$ cat src/rtl/com8_report_tx.sv
// -----------------------------------------------------------------------------
// com8_report_tx
//   Transmit half of the com8 UART register link (8N1). Watches eight byte
//   registers and, whenever one of them differs from the last value reported
//   (or a dump has been requested), sends the ASCII report "R<i><H><L>\n",
//   where <i> is the register index and <H><L> is the value in uppercase hex.
//
// Ports
//   CLK          in   1  system clock (12 MHz); sole clock
//   RST          in   1  synchronous, active-high reset
//   DATA0..DATA7 in   8  watched register values, CLK domain
//   DUMP         in   1  one-cycle pulse: report all eight registers
//   TX           out  1  UART serial output, idle high, registered
//   BUSY         out  1  high while a report message is being sent
// -----------------------------------------------------------------------------
module com8_report_tx #(
  parameter int CLKS_PER_BIT = 104
) (
  input  logic       CLK,
  input  logic       RST,
  input  logic [7:0] DATA0,
  input  logic [7:0] DATA1,
  input  logic [7:0] DATA2,
  input  logic [7:0] DATA3,
  input  logic [7:0] DATA4,
  input  logic [7:0] DATA5,
  input  logic [7:0] DATA6,
  input  logic [7:0] DATA7,
  input  logic       DUMP,
  output logic       TX,
  output logic       BUSY
);

  localparam int CNT_W = (CLKS_PER_BIT > 1) ? $clog2(CLKS_PER_BIT) : 1;
  localparam logic [CNT_W-1:0] LAST_CLK = CNT_W'(CLKS_PER_BIT - 1);

  typedef enum logic [1:0] {
    IDLE,
    START,
    DATA,
    STOP
  } txStateT;

  txStateT          stateQ, stateD;
  logic [CNT_W-1:0] clkCntQ, clkCntD;
  logic [2:0]       bitIdxQ, bitIdxD;
  logic [2:0]       charIdxQ, charIdxD;
  logic [2:0]       chanQ, chanD;
  logic [7:0]       valQ, valD;
  logic [7:0]       shadowQ [8];
  logic [7:0]       shadowD [8];
  logic [7:0]       forceQ, forceD;
  logic             txQ, txD;
  logic             busyQ, busyD;

  logic [7:0]       dataArr [8];
  logic [7:0]       pend;
  logic [2:0]       selIdx;
  logic [7:0]       curByte;
  logic [2:0]       nextBit;

  assign dataArr[0] = DATA0;
  assign dataArr[1] = DATA1;
  assign dataArr[2] = DATA2;
  assign dataArr[3] = DATA3;
  assign dataArr[4] = DATA4;
  assign dataArr[5] = DATA5;
  assign dataArr[6] = DATA6;
  assign dataArr[7] = DATA7;

  assign TX      = txQ;
  assign BUSY    = busyQ;
  assign nextBit = bitIdxQ + 3'd1;

  // Uppercase ASCII hex digit for one nibble.
  function automatic logic [7:0] hexChar(input logic [3:0] d);
    if (d <= 4'd9) begin
      return 8'h30 + {4'h0, d};
    end
    return 8'h37 + {4'h0, d};
  endfunction

  // A register needs a report when it has drifted from what the host last saw,
  // or when a dump has flagged it. A value that wanders away and back before
  // capture therefore never produces a report.
  always_comb begin
    for (int n = 0; n < 8; n++) begin
      pend[n] = (dataArr[n] != shadowQ[n]) | forceQ[n];
    end
  end

  // Fixed priority: scan downwards so the lowest pending index wins.
  always_comb begin
    selIdx = 3'd0;
    for (int n = 7; n >= 0; n--) begin
      if (pend[n]) begin
        selIdx = 3'(n);
      end
    end
  end

  // Character currently on the wire, built from the value captured at the
  // start of the message so later register changes cannot corrupt it.
  always_comb begin
    case (charIdxQ)
      3'd0:    curByte = 8'h52;
      3'd1:    curByte = 8'h30 + {5'b0, chanQ};
      3'd2:    curByte = hexChar(valQ[7:4]);
      3'd3:    curByte = hexChar(valQ[3:0]);
      default: curByte = 8'h0A;
    endcase
  end

  // Framing FSM. TX is computed one cycle ahead and registered, so every
  // transition here determines the line level of the following cycle. The
  // last cycle of each bit loads the first level of the next bit, which keeps
  // every bit exactly CLKS_PER_BIT cycles and leaves no gap between bytes.
  always_comb begin
    stateD   = stateQ;
    clkCntD  = clkCntQ;
    bitIdxD  = bitIdxQ;
    charIdxD = charIdxQ;
    chanD    = chanQ;
    valD     = valQ;
    forceD   = forceQ;
    txD      = txQ;
    busyD    = busyQ;
    for (int n = 0; n < 8; n++) begin
      shadowD[n] = shadowQ[n];
    end

    case (stateQ)
      IDLE: begin
        if (|pend) begin
          valD            = dataArr[selIdx];
          chanD           = selIdx;
          shadowD[selIdx] = dataArr[selIdx];
          forceD[selIdx]  = 1'b0;
          charIdxD        = 3'd0;
          clkCntD         = '0;
          txD             = 1'b0;
          busyD           = 1'b1;
          stateD          = START;
        end
      end
      START: begin
        if (clkCntQ == LAST_CLK) begin
          clkCntD = '0;
          bitIdxD = 3'd0;
          txD     = curByte[0];
          stateD  = DATA;
        end else begin
          clkCntD = clkCntQ + 1'b1;
        end
      end
      DATA: begin
        if (clkCntQ == LAST_CLK) begin
          clkCntD = '0;
          if (bitIdxQ == 3'd7) begin
            txD    = 1'b1;
            stateD = STOP;
          end else begin
            bitIdxD = nextBit;
            txD     = curByte[nextBit];
          end
        end else begin
          clkCntD = clkCntQ + 1'b1;
        end
      end
      STOP: begin
        if (clkCntQ == LAST_CLK) begin
          clkCntD = '0;
          if (charIdxQ == 3'd4) begin
            busyD  = 1'b0;
            stateD = IDLE;
          end else begin
            charIdxD = charIdxQ + 3'd1;
            txD      = 1'b0;
            stateD   = START;
          end
        end else begin
          clkCntD = clkCntQ + 1'b1;
        end
      end
      default: begin
        txD    = 1'b1;
        busyD  = 1'b0;
        stateD = IDLE;
      end
    endcase

    // A dump in the capture cycle must keep the captured register flagged,
    // so it overrides the clear above.
    if (DUMP) begin
      forceD = 8'hFF;
    end
  end

  // State register. Reset abandons any message in flight and clears the
  // shadows, so every nonzero register is reported again afterwards.
  always_ff @(posedge CLK) begin
    if (RST) begin
      stateQ   <= IDLE;
      clkCntQ  <= '0;
      bitIdxQ  <= 3'd0;
      charIdxQ <= 3'd0;
      chanQ    <= 3'd0;
      valQ     <= 8'h00;
      forceQ   <= 8'h00;
      txQ      <= 1'b1;
      busyQ    <= 1'b0;
      for (int n = 0; n < 8; n++) begin
        shadowQ[n] <= 8'h00;
      end
    end else begin
      stateQ   <= stateD;
      clkCntQ  <= clkCntD;
      bitIdxQ  <= bitIdxD;
      charIdxQ <= charIdxD;
      chanQ    <= chanD;
      valQ     <= valD;
      forceQ   <= forceD;
      txQ      <= txD;
      busyQ    <= busyD;
      for (int n = 0; n < 8; n++) begin
        shadowQ[n] <= shadowD[n];
      end
    end
  end

endmodule

$ cat config.mk
export PLATFORM = sky130hd
export DESIGN_NAME = com8_report_tx
export DESIGN_NICKNAME = d
export VERILOG_FILES = /design/src/rtl/com8_report_tx.sv
export SDC_FILE = /design/constraint.sdc
export NUM_CORES = 1
export LEC_CHECK = 0
export BUFFER_PORTS_ARGS = -buffer_cell sky130_fd_sc_hd__clkbuf_2
export CAP_MARGIN = 10
export CELL_PAD_IN_SITES_DETAIL_PLACEMENT = 1
export CELL_PAD_IN_SITES_GLOBAL_PLACEMENT = 2
export CORE_MARGIN = 2
export CORE_UTILIZATION = 36
export CTS_BUF_LIST = sky130_fd_sc_hd__clkbuf_4 sky130_fd_sc_hd__clkbuf_8
export DETAILED_ROUTE_END_ITERATION = 8
export GPL_TIMING_DRIVEN = 0
export PLACE_DENSITY = 0.92
export SYNTH_ARGS = -nofsm -noshare
export SYNTH_HDL_FRONTEND = slang
export SYNTH_SLANG_ARGS = --single-unit
$ cat constraint.sdc
create_clock -name CLK -period 3.2 [get_ports CLK]
set_clock_uncertainty 0.15 [all_clocks]
set_input_delay 0.16 -clock CLK [delete_from_list [all_inputs] [get_ports CLK]]
set_output_delay 0.16 -clock CLK [all_outputs]
set_load 0.005 [all_outputs]
==> flow_summary.json <==
{
  "core-area_mm2": 0.01520,
  "timing.final.crit_share": 0.9646,
  "hold_viol_final": 0,
  "gp_congestion": 0.8732,
  "synth_flop_cell": "dfxtp_1",
  "path_class": "register to register",
  "ys_seq_area_frac": 0.3567,
  "grt_antenna_before_repair": 0,
  "finalWirelength_mm": 18.89,
  "fillCellCount": 1851,
  "initial_core_util": 0.3691,
  "path_max_fanout": 10,
  "syn_to_final_growth_pct": 21.03,
  "drtIter0Drc": 300,
  "io_pins": 69,
  "crit_path_end_kind": "register",
  "fin_crit_ns": 3.087,
  "hold_class": "input port to register",
  "slew_headroom": 0.4694,
  "drive_above_1_share": 0.1813,
  "nets": 851,
  "hpwl_mm": 14.49,
  "drc_errors": 0,
  "required_ns": 3.36,
  "htreeDepth": 3,
  "clockBufferDepth": 2,
  "clk_latency_ns": 0.40,
  "cap_violations": 0,
  "synth-edff-count": 0,
  "viasPerCell": 5.582,
  "netlist_top_cells_count": "nor2_1, dfxtp_1, xor2_1",
  "status": "finished clean",
  "cts_num_sinks": 100,
  "clkSlewWorstSetupHoldPaths_ns": 0.11,
  "syn_inst": 662,
  "total_power_mw": 3.591,
  "worst_pin_slew_ns": 0.7925,
  "syn-num-nets": 746,
  "yosysMostFrequentCell": "nor2_1",
  "worst_ep_arrival_time_ns": 3.25,
  "start_kind": "register",
  "grt_use_total": 0.2330,
  "ir_drop_mv": 0.2346,
  "synth_top_area_frac": 0.3567,
  "synth-seq-cells": 100,
  "dieArea_mm2": 0.01660,
  "clock-root-buffer": "clkbuf_8",
  "port_buffers": 67,
  "setup_viol": 0,
  "grt_start_max_net_pins": 17,
  "fin_util": 0.4467,
  "yosys_warnings": 0,
  "fp.dieH_um": 128.9,
  "fp-row-count": 45,
  "synthTopCellsByArea": "dfxtp_1, xor2_1, nor2_1",
  "p_leak_nw": 2.613,
  "grt_pass1_wl_mm": 29.86,
  "syn_area_mm2": 0.005612,
  "slew_viol_final": 0,
  "overflow": 0,
  "grt_pass1_vias": 5659,
  "p_per_area_mw_per_mm2": 528.7,
  "diodes": 0,
  "ant_nets": 0,
  "wl_per_cell_um": 19.67,
  "die_x_um": 128.9,
  "vias": 5359,
  "synth_top_cell_by_area": "dfxtp_1",
  "async_flop_share": 0,
  "syn_area_per_cell_um2": 8.477,
  "max_freq_ghz": 0.3240,
  "synth_cell_types": 59,
  "cts_buffers": 9,
  "cts_tree": "done",
  "dr.pass1.iters": 5
}
## state kept, by name, summed over array words and instances (netlist names), 2 cells and up
register / count
chanQ: 3
bitIdxQ: 3
clkCntQ: 7
valQ: 8
stateQ: 2
shadowQ: 64
forceQ: 8
charIdxQ: 3
## report_power, final
| group | switching [mW] | internal [mW] |
|---|---|---|
| clock | 0.483 | 0.541 |
| combinational | 0.666 | 0.396 |
| sequential | 0.125 | 1.38 |
| total | 1.27 | 2.32 |
## timing repair
action / 4_1_cts / 5_1_grt
gates resized for setup: 10 / 16
buffers inserted: 8 / 6
hold buffers: 15 / 0
endpoints found under the hold margin: 17 / 0
setup endpoints to repair: 51 / 68
pin swaps: 5 / 6
gates cloned: 0 / 0
## worst max-delay path, cell delays in order, from the launching register on
cell	delay (ns)
dfxtp_1	0.33
xor2_1	0.17
nor4_2	0.35
nand4_1	0.16
buf_4	0.18
nor4_4	0.36
buf_4	0.18
and3_1	0.15
buf_2	0.21
a222oi_1	0.13
a211o_2	0.43
a22oi_1	0.19
## routing by layer
layer / global-route usage / wire, µm / vias to the layer above
li1: - / - / 2577
met1: 0.2922 / 8449 / 2632
met2: 0.4027 / 9255 / 126
met3: 0.04241 / 854 / 24
met4: 0.07992 / 327 / 0
met5: 0 / 0 / -
## cells in the final DEF, fill, tap and decap left out, types with 4 or more instances in the layout
master and instances:
a211oi_1 27, a21bo_2 6, a21boi_2 6, a21oi_1 24
a222oi_1 8, a22oi_1 8, a311oi_1 4, a31oi_1 7
and3_1 7, buf_2 5, buf_4 14, clkbuf_1 23
clkbuf_2 68, clkbuf_8 10, dfxtp_1 100, dlygate4sd3_1 15
ha_1 17, inv_1 23, mux2i_1 34, nand2_1 39
nand3_1 19, nand4_1 11, nor2_1 105, nor2b_1 11
nor3_1 12, nor4_2 5, o21ai_0 27, o32ai_1 5
xnor2_1 25, xor2_1 46
## per-stage QoR
step / hold slack (ns) / TNS [ns] / std cells / instance area, µm² / setup slack, ns
after floorplan: 0.1274 / 0 / 662 / 5612 / 0.4734
after global routing: 0.03804 / -0.02097 / 960 / 6792 / -0.01100
final: 0.03012 / 0 / 960 / 6792 / 0.1132
after global placement: 0.2869 / -9.401 / 917 / 6182 / -0.4334
after CTS: 0.01906 / -0.08160 / 957 / 6689 / -0.03424
after detailed placement: 0.3000 / -8.051 / 918 / 6190 / -0.3083
## final cells by class
type | instances | area, µm² | area share
plain buffers | 31 | 123.9 | 0.01824
inverters | 23 | 86.33 | 0.01271
well taps | 188 | 235.2 | 0.03464
repair buffers | 97 | 610.6 | 0.08990
clock inverters | 6 | 111.4 | 0.01640
clock buffers | 10 | 137.6 | 0.02027
flip-flops and latches | 100 | 2002 | 0.2948
multi-input cells | 505 | 3485 | 0.5131
## path summary, 6_finish.rpt
check                                endpoint  slack (ns)  cells past startpoint      startpoint
worst max-delay path            shadowQ[0][7]        0.11                     11  shadowQ[0][21]
worst min-delay path                  valQ[2]        0.03                      4        DATA6[2]
worst max register to register  shadowQ[0][7]        0.11                     11  shadowQ[0][21]
worst min register to register     bitIdxQ[1]        0.33                      2      bitIdxQ[1]
## cell families (layout without fill, tap and decap cells)
group / count (synthesis) / in the layout / share of synthesized area
flops: 100 / 100 / 0.3567
compound gates: 155 / 155 / 0.1998
mux: 34 / 34 / 0.06065
simple gates: 228 / 228 / 0.1949
buf+inv: 57 / 167 / 0.03924
fa+ha+maj: 17 / 17 / 0.03790
xor+xnor: 71 / 71 / 0.1108
Power figures use the tool's default switching activity.
